## config.mk

```make
export PLATFORM = sky130hd
export DESIGN_NAME = msdf_otf_converter
export DESIGN_NICKNAME = d
export VERILOG_FILES = /design/src/rtl/msdf_otf_converter.sv
export SDC_FILE = /design/constraint.sdc
export NUM_CORES = 1
export LEC_CHECK = 0
export CAP_MARGIN = 10
export CORE_MARGIN = 4
export CORE_UTILIZATION = 35
export CTS_BUF_LIST = sky130_fd_sc_hd__clkbuf_4 sky130_fd_sc_hd__clkbuf_8
export DETAILED_ROUTE_END_ITERATION = 8
export DONT_BUFFER_PORTS = 1
export MAX_ROUTING_LAYER = met4
export PLACE_DENSITY_LB_ADDON = 0.25
export SLEW_MARGIN = 20
export SYNTH_ARGS = -nofsm -noshare
export SYNTH_HDL_FRONTEND = slang
export SYNTH_SLANG_ARGS = --single-unit
```

## constraint.sdc

```tcl
create_clock -name clk -period 1.93 [get_ports clk]
set_input_delay 0.386 -clock clk [delete_from_list [all_inputs] [get_ports clk]]
set_output_delay 0.386 -clock clk [all_outputs]
set_load 0.02 [all_outputs]
```

## src/rtl/msdf_otf_converter.sv

```systemverilog
// msdf_otf_converter
// On-the-fly conversion of an MSDF radix-2 signed-digit stream (N digits,
// most significant first) into an (N+1)-bit two's-complement fraction using
// the Ercegovac-Lang Q/QM register pair. The digit window is located by
// counting DELAY cycles from the io_start pulse shared with the upstream adder.
// Optional build macro: MSDF_OTF_DIGIT_CHECK_EN (sticky flag on digit 2'b11).
module msdf_otf_converter #(
   parameter int N     = 8,
   parameter int DELAY = 2
) (
   input  logic         clk,
   input  logic         reset,
   input  logic         io_start,
   input  logic [1:0]   io_digit,
   output logic [N:0]   io_result,
   output logic         io_done,
   output logic         io_busy,
   output logic         io_err
);

   localparam int DW = (N > 1) ? $clog2(N) : 1;
   localparam int WW = (DELAY > 2) ? $clog2(DELAY - 1) : 1;
   localparam logic [DW-1:0] DIG_LAST  = DW'(N - 1);
   localparam logic [WW-1:0] WAIT_LAST = WW'((DELAY > 1) ? DELAY - 2 : 0);

   typedef enum logic [1:0] {IDLE, WAIT, CONV, DONE} state_t;

   state_t          state_reg;
   logic [DW-1:0]   dig_cnt_reg;
   logic [WW-1:0]   wait_cnt_reg;
   // The top bit of the N+1-bit Q/QM is always shifted out before it is ever
   // read, so only the low N bits are held; the appended bit restores width.
   logic [N-1:0]    q_reg;
   logic [N-1:0]    qm_reg;
   logic [N:0]      q_step;
   logic [N:0]      qm_step;

   // Next Q/QM for the digit on io_digit; 2'b00 and 2'b11 both act as zero.
   always_comb begin
      q_step  = {q_reg, 1'b0};
      qm_step = {qm_reg, 1'b1};
      if (io_digit == 2'b10) begin
         q_step  = {q_reg, 1'b1};
         qm_step = {q_reg, 1'b0};
      end else if (io_digit == 2'b01) begin
         q_step  = {qm_reg, 1'b1};
         qm_step = {qm_reg, 1'b0};
      end
   end

   // Control FSM with registered outputs. io_start wins over everything, so a
   // start arriving on the last digit cycle aborts instead of publishing.
   always_ff @(posedge clk or negedge reset) begin
      if (!reset) begin
         state_reg    <= IDLE;
         dig_cnt_reg  <= '0;
         wait_cnt_reg <= '0;
         q_reg        <= '0;
         qm_reg       <= '1;
         io_result    <= '0;
         io_done      <= 1'b0;
         io_busy      <= 1'b0;
      end else begin
         io_done <= 1'b0;
         if (io_start) begin
            q_reg        <= '0;
            qm_reg       <= '1;
            dig_cnt_reg  <= '0;
            wait_cnt_reg <= '0;
            io_busy      <= 1'b1;
            state_reg    <= (DELAY == 1) ? CONV : WAIT;
         end else begin
            case (state_reg)
               IDLE: begin
                  state_reg <= IDLE;
               end
               WAIT: begin
                  if (wait_cnt_reg == WAIT_LAST) begin
                     state_reg <= CONV;
                  end else begin
                     wait_cnt_reg <= wait_cnt_reg + 1'b1;
                  end
               end
               CONV: begin
                  q_reg  <= q_step[N-1:0];
                  qm_reg <= qm_step[N-1:0];
                  if (dig_cnt_reg == DIG_LAST) begin
                     // Last digit: the converted value goes straight out, so
                     // io_result and io_done are visible in the DONE cycle.
                     io_result   <= q_step;
                     io_done     <= 1'b1;
                     io_busy     <= 1'b0;
                     dig_cnt_reg <= '0;
                     state_reg   <= DONE;
                  end else begin
                     dig_cnt_reg <= dig_cnt_reg + 1'b1;
                  end
               end
               DONE: begin
                  state_reg <= IDLE;
               end
               default: begin
                  state_reg <= IDLE;
               end
            endcase
         end
      end
   end

`ifdef MSDF_OTF_DIGIT_CHECK_EN
   logic err_reg;

   // Sticky flag for a non-canonical 2'b11 digit; only a new start clears it.
   always_ff @(posedge clk or negedge reset) begin
      if (!reset) begin
         err_reg <= 1'b0;
      end else if (io_start) begin
         err_reg <= 1'b0;
      end else if (state_reg == CONV && io_digit == 2'b11) begin
         err_reg <= 1'b1;
      end
   end

   assign io_err = err_reg;
`else
   assign io_err = 1'b0;
`endif

endmodule
```

* Yosys cells after proc, flatten, opt, wreduce, memory -nomap -nowiden
Cells that the tools add are included.
Cells by class: equal/unequal tests 8, reduce and logical (&&, ||, !) cells 8, bitwise gates (word level) 1, $add $sub $neg 2, multiplexer cells 24
Operator list (number):
- $mux 8 | 5
- $mux 9 | 2
- $mux 1 | 10
- $mux 3 | 3
- $eq 2x2->1 const B | 3
- $mux 2 | 3
- $ne 3x3->1 const B | 2
- $pmux 2 s3 | 1
- $reduce_bool 2->1 | 3
- $eq 2x1->1 const B | 2
- $reduce_and 2->1 | 2
- $add 3x1->3 const B | 1
- $eq 3x3->1 const B | 1
- $reduce_and 3->1 | 1
- $logic_not 2->1 | 1
- $reduce_or 2->1 | 1
- $add 1x1->1 const B | 1
- $not 1->1 | 1
Storage, ports and cells: logic and storage cells 51, register bits 33, output and inout bits 12

* Depth between registers and ports, before layout
depth in word-level cells 5, mapped depth 7

* Least setup slack after synthesis
No wires, ideal clock.
kind input -> register, start in io_digit[0], end reg q_reg[2], data required time 1792 ps, path slack 546 ps, library setup time 138 ps, data arrival time 1246 ps, path buffers 2, stages on the path 7, cells stage by stage inv_1 > ha_1 > buf_6 > nor2b_4 > buf_6 > mux2i_1 > a211oi_1
On the way: word-level cells in the longest chain between the ends 5, elaborated cells on any way between the ends 6, classes of those cells eq/ne (2); mux (4)
RTL lines:
- from (decl) | RTL line 14 | input logic [1:0] io_digit,
- $eq 2x1->1 | RTL line 45 | end else if (io_digit == 2'b01) begin
- $mux 9 | RTL line 45
- $mux 9 (*) | RTL line 42 | if (io_digit == 2'b10) begin
- $mux 8 (*) | RTL line 73 | case (state_reg)
- $mux 8 (*) | RTL line 65 | if (io_start) begin
- to (signal assigned) | RTL line 85 | q_reg <= q_step[N-1:0];
- to (decl) | RTL line 33 | logic [N-1:0] q_reg;
Every way passes the cells marked *; elsewhere a longest branch is shown, timed or not. The select of a mux whose other input is x is not followed. A chain may end at the register's enable or synchronous reset.

* Final worst setup path
start reg state_reg[0], end reg q_reg[7]
On the way: word-level cells in the longest chain between the ends 2
RTL lines:
- from (decl) | RTL line 28 | state_t state_reg;
- from (signal assigned) | RTL line 71 | state_reg <= (DELAY == 1) ? CONV : WAIT;
- $eq 2x2->1 | RTL line 73
- $reduce_bool 2->1 (no line)
No other way between the ends.

==> impl_summary.txt <==
----------------------------------------------------
[Status]
  Status ... completed

[Placement]
  RD Place Congestion ... 0.7674
  Quantity of I/O buffers inserted on ports ... 0
  Detailed-placement wirelength estimate ... 1963 microns

[Route]
  Via Count ... 945
  Detailed Routing Iterations Pass 1 ... 5
  Drc violations ... 0
  Average detailed-routed wire length per instance ... 14.72 microns
  Wire length reported by the detailed router ... roughly 2800 microns
  Residual antenna-violating net count after detailed routing ... 0
  Iteration-0 DRC count of the detailed router ... 70
  Post-detailed-route via-to-cell ratio ... slightly below 5

[STA]
  Minimum period implied by the final worst setup slack ... 1.468 ns
  Final cycle utilization of the critical path ... 0.7606
  Final number of setup-violating endpoints ... 0
  Unrepaired setup endpoints after global routing ... no
  Highest achievable clock rate ... just under 700 MHz
  Number of hold violations in the final report ... 0
  Summed negative setup slack over all endpoints ... 0 ns
  Number of pins with negative max-slew slack in the final report ... 0
  Final worst clock skew ... between 0.01 and 0.015 ns

[Worst setup path]
  Crit path kind ... reg -> reg
  Sort of element at the start of the critical path ... register
  Setup slack, reg-to-reg ... 0.46 ns
  Startpoint of the worst register-to-register path ... state_reg[0]
  Required arrival time at the worst endpoint ... 2.11 ns
  Worst Path Arrival ... 1.65 ns
  Critical path capture point type ... register
  Cell with the biggest individual delay on the critical path ... ha_1
  Critical-path cell list ... inv_1, ha_1, buf_12, nor2_1, a211oi_1
  Startpoint of the most critical setup path ... state_reg[0]
  Largest driver fanout on the critical path ... 24
  Delay of the slowest cell on the worst path ... 0.40 ns

[Logic synthesis]
  Prevailing post-synth register cell ... dfrtp_1
  Post-synthesis register bit count ... 32
  Library cells used by synthesis ... 24
  Summed instance area of the synthesized netlist ... roughly 0.0015 sq mm
  Asr flop ratio synth ... 1.000
  Top cells by area, synth ... dfrtp_1 39%, dfstp_2 14%, mux2i_1 12%, ha_1 6.5%, mux2_2 5.1%
  Number of nets produced by synthesis ... 150
  Mapped Cells ... 137
  Top-area cell type share of the netlist area ... 0.3902
  Library cell with the largest summed area after synthesis ... dfrtp_1
  Count of flip-flops with a built-in enable after synthesis ... 0
  Synthesis warning total ... 0
  Count leader, synth ... dfrtp_1
  Average instance area after synthesis ... 11.23 sq um
  Top cell types by occurrence after synthesis ... 24 x dfrtp_1, 20 x nand2_1, 18 x mux2i_1
  Part of the Yosys area used for sequential elements ... 0.5268

[Floorplanning]
  Die W ... 74.31 microns
  Number of core rows ... 23
  Top-level I/O count ... 17
  Initial Utilization ... 0.3740
  Die Outline Area ... 0.005522 sq mm
  Core Region ... 0.004115 sq mm
  Vert. Die Dim ... 74.31 microns

[Final layout]
  Number of fill cells ... 404
  Synth-to-layout area growth ... 11.54%
  Net count of the finished layout ... roughly 150
  Number of flip-flops under the largest register name ... 9
  Antenna cell count ... 0
  Ratio of cells with drive above 1 in the final layout ... 0.1986

[Run]
  Number of max-capacitance violations reported ... 0

[CTS]
  Worst-case clock buffer depth ... 2
  TritonCTS clock tree ... done
  Latest clock arrival within the worst-skew pair ... 0.28 ns
  Sink Count ... 32
  H-tree depth reported by CTS ... 2
  Clock buffers created by TritonCTS ... 5
  Clock root cell ... clkbuf_8
  Clk pin slew, worst setup/hold paths ... approximately 0.070 ns

[Worst hold path]
  Origin of the worst min-delay path ... io_start
  Classification of the worst-slack hold path ... in -> reg

[Pwr]
  Overall power consumption ... 0.001684 W
  Maximum vdd drop ... approximately 0.52 mV
  Pwr dens ... 981.0 mW/mm^2
  Leak Pwr ... 0.7489 nW

[Global routing]
  GRT Overall Usage ... 0.1170
  Vias in the first global route ... 965
  Initial antenna violation count ... 0
  GRT overflow ... 0
  Largest net degree at the start of global routing ... 33
  Wire length of the first global-routing pass ... around 4600 microns

----------------------------------------------------
[path summary, 6_finish.rpt]
| kind | cells after the start | endpoint |
|---|---|---|
| worst max-delay path | 5 | q_reg[7] |
| worst min-delay path | 1 | q_reg[2] |
| worst max register to register | 5 | q_reg[7] |
| worst min register to register | 2 | qm_reg[0] |
| max in group asynchronous | 2 | qm_reg[7] |
| min in group asynchronous | 2 | io_result[3] |
[worst max-delay path, delay by kind of cell, from the launching register on]
family | cells | cell delay, ns
buf+inv | 2 | 0.33
fa+ha+maj | 1 | 0.40
compound gates | 1 | 0.22
simple gates | 1 | 0.06
flops | 1 | 0.36
[stage by stage]
step / worst slack (ns) / hold slack (ns) / util / std cells / area, sq um
after floorplan: 0.5463 / 0.09041 / - / 137 / 1539
after global placement: 0.3482 / 0.09119 / 0.3828 / 181 / 1575
after detailed placement: 0.3171 / 0.09124 / 0.3828 / 181 / 1575
after CTS: 0.4597 / 0.1514 / 0.4171 / 191 / 1717
after global routing: 0.3378 / 0.1402 / 0.4171 / 191 / 1717
final: 0.4620 / 0.1591 / 0.4171 / 191 / 1717
[area by class of cell]
cell class | instances | area [sq um] | area share
flip-flops and latches | 32 | 810.8 | 0.4723
multi-input cells | 92 | 655.6 | 0.3819
clock buffers | 6 | 76.32 | 0.04446
well taps | 50 | 62.56 | 0.03644
repair buffers | 4 | 57.56 | 0.03353
clock inverters | 2 | 35.03 | 0.02041
inverters | 5 | 18.77 | 0.01093
[metal layers]
metal  vias to the layer above  wire length, microns  global-route usage
li1                        467                     -                   -
met1                       448                  1388              0.1505
met2                        25                  1197              0.1644
met3                         5                   178             0.04189
met4                         0                    46             0.05336
met5                         -                     0                   -
[where the power goes]
part / switching [W] / internal (W) / total (W)
clock network: 0.000242 / 0.000397 / 0.000639
logic: 0.000141 / 0.000124 / 0.000266
registers: 0.0000430 / 0.000736 / 0.000779
total: 0.000426 / 0.00126 / 0.00168
[cell usage in the layout (no fill, tap or decap), types with 2 or more instances in the layout]
| cell type | instances |
|---|---|
| nand2_1 | 20 |
| buf_12 | 2 |
| inv_1 | 4 |
| mux2i_1 | 18 |
| dfstp_2 | 8 |
| clkbuf_8 | 5 |
| a211oi_1 | 8 |
| ha_1 | 8 |
| mux2_2 | 7 |
| o21ai_0 | 10 |
| dfrtp_1 | 24 |
| nor2_1 | 12 |
[kinds of logic after synthesis]
group	Yosys count	synth area share
and+or+nand+nor	37	0.1057
DFF	32	0.5268
muxes	25	0.1683
AOI/OAI and AO/OA	21	0.08456
buffers and inverters	13	0.04715
adders and majority gates	8	0.06504
other	1	0.002437
[what timing repair did]
item                                   in CTS  in global routing
hold buffers                                2                  0
endpoints found under the hold margin      32                  0
gates resized for setup                     0                  0
buffers inserted                            0                  0
setup endpoints to repair                   0                  0
(Power assumes the default switching activity.)
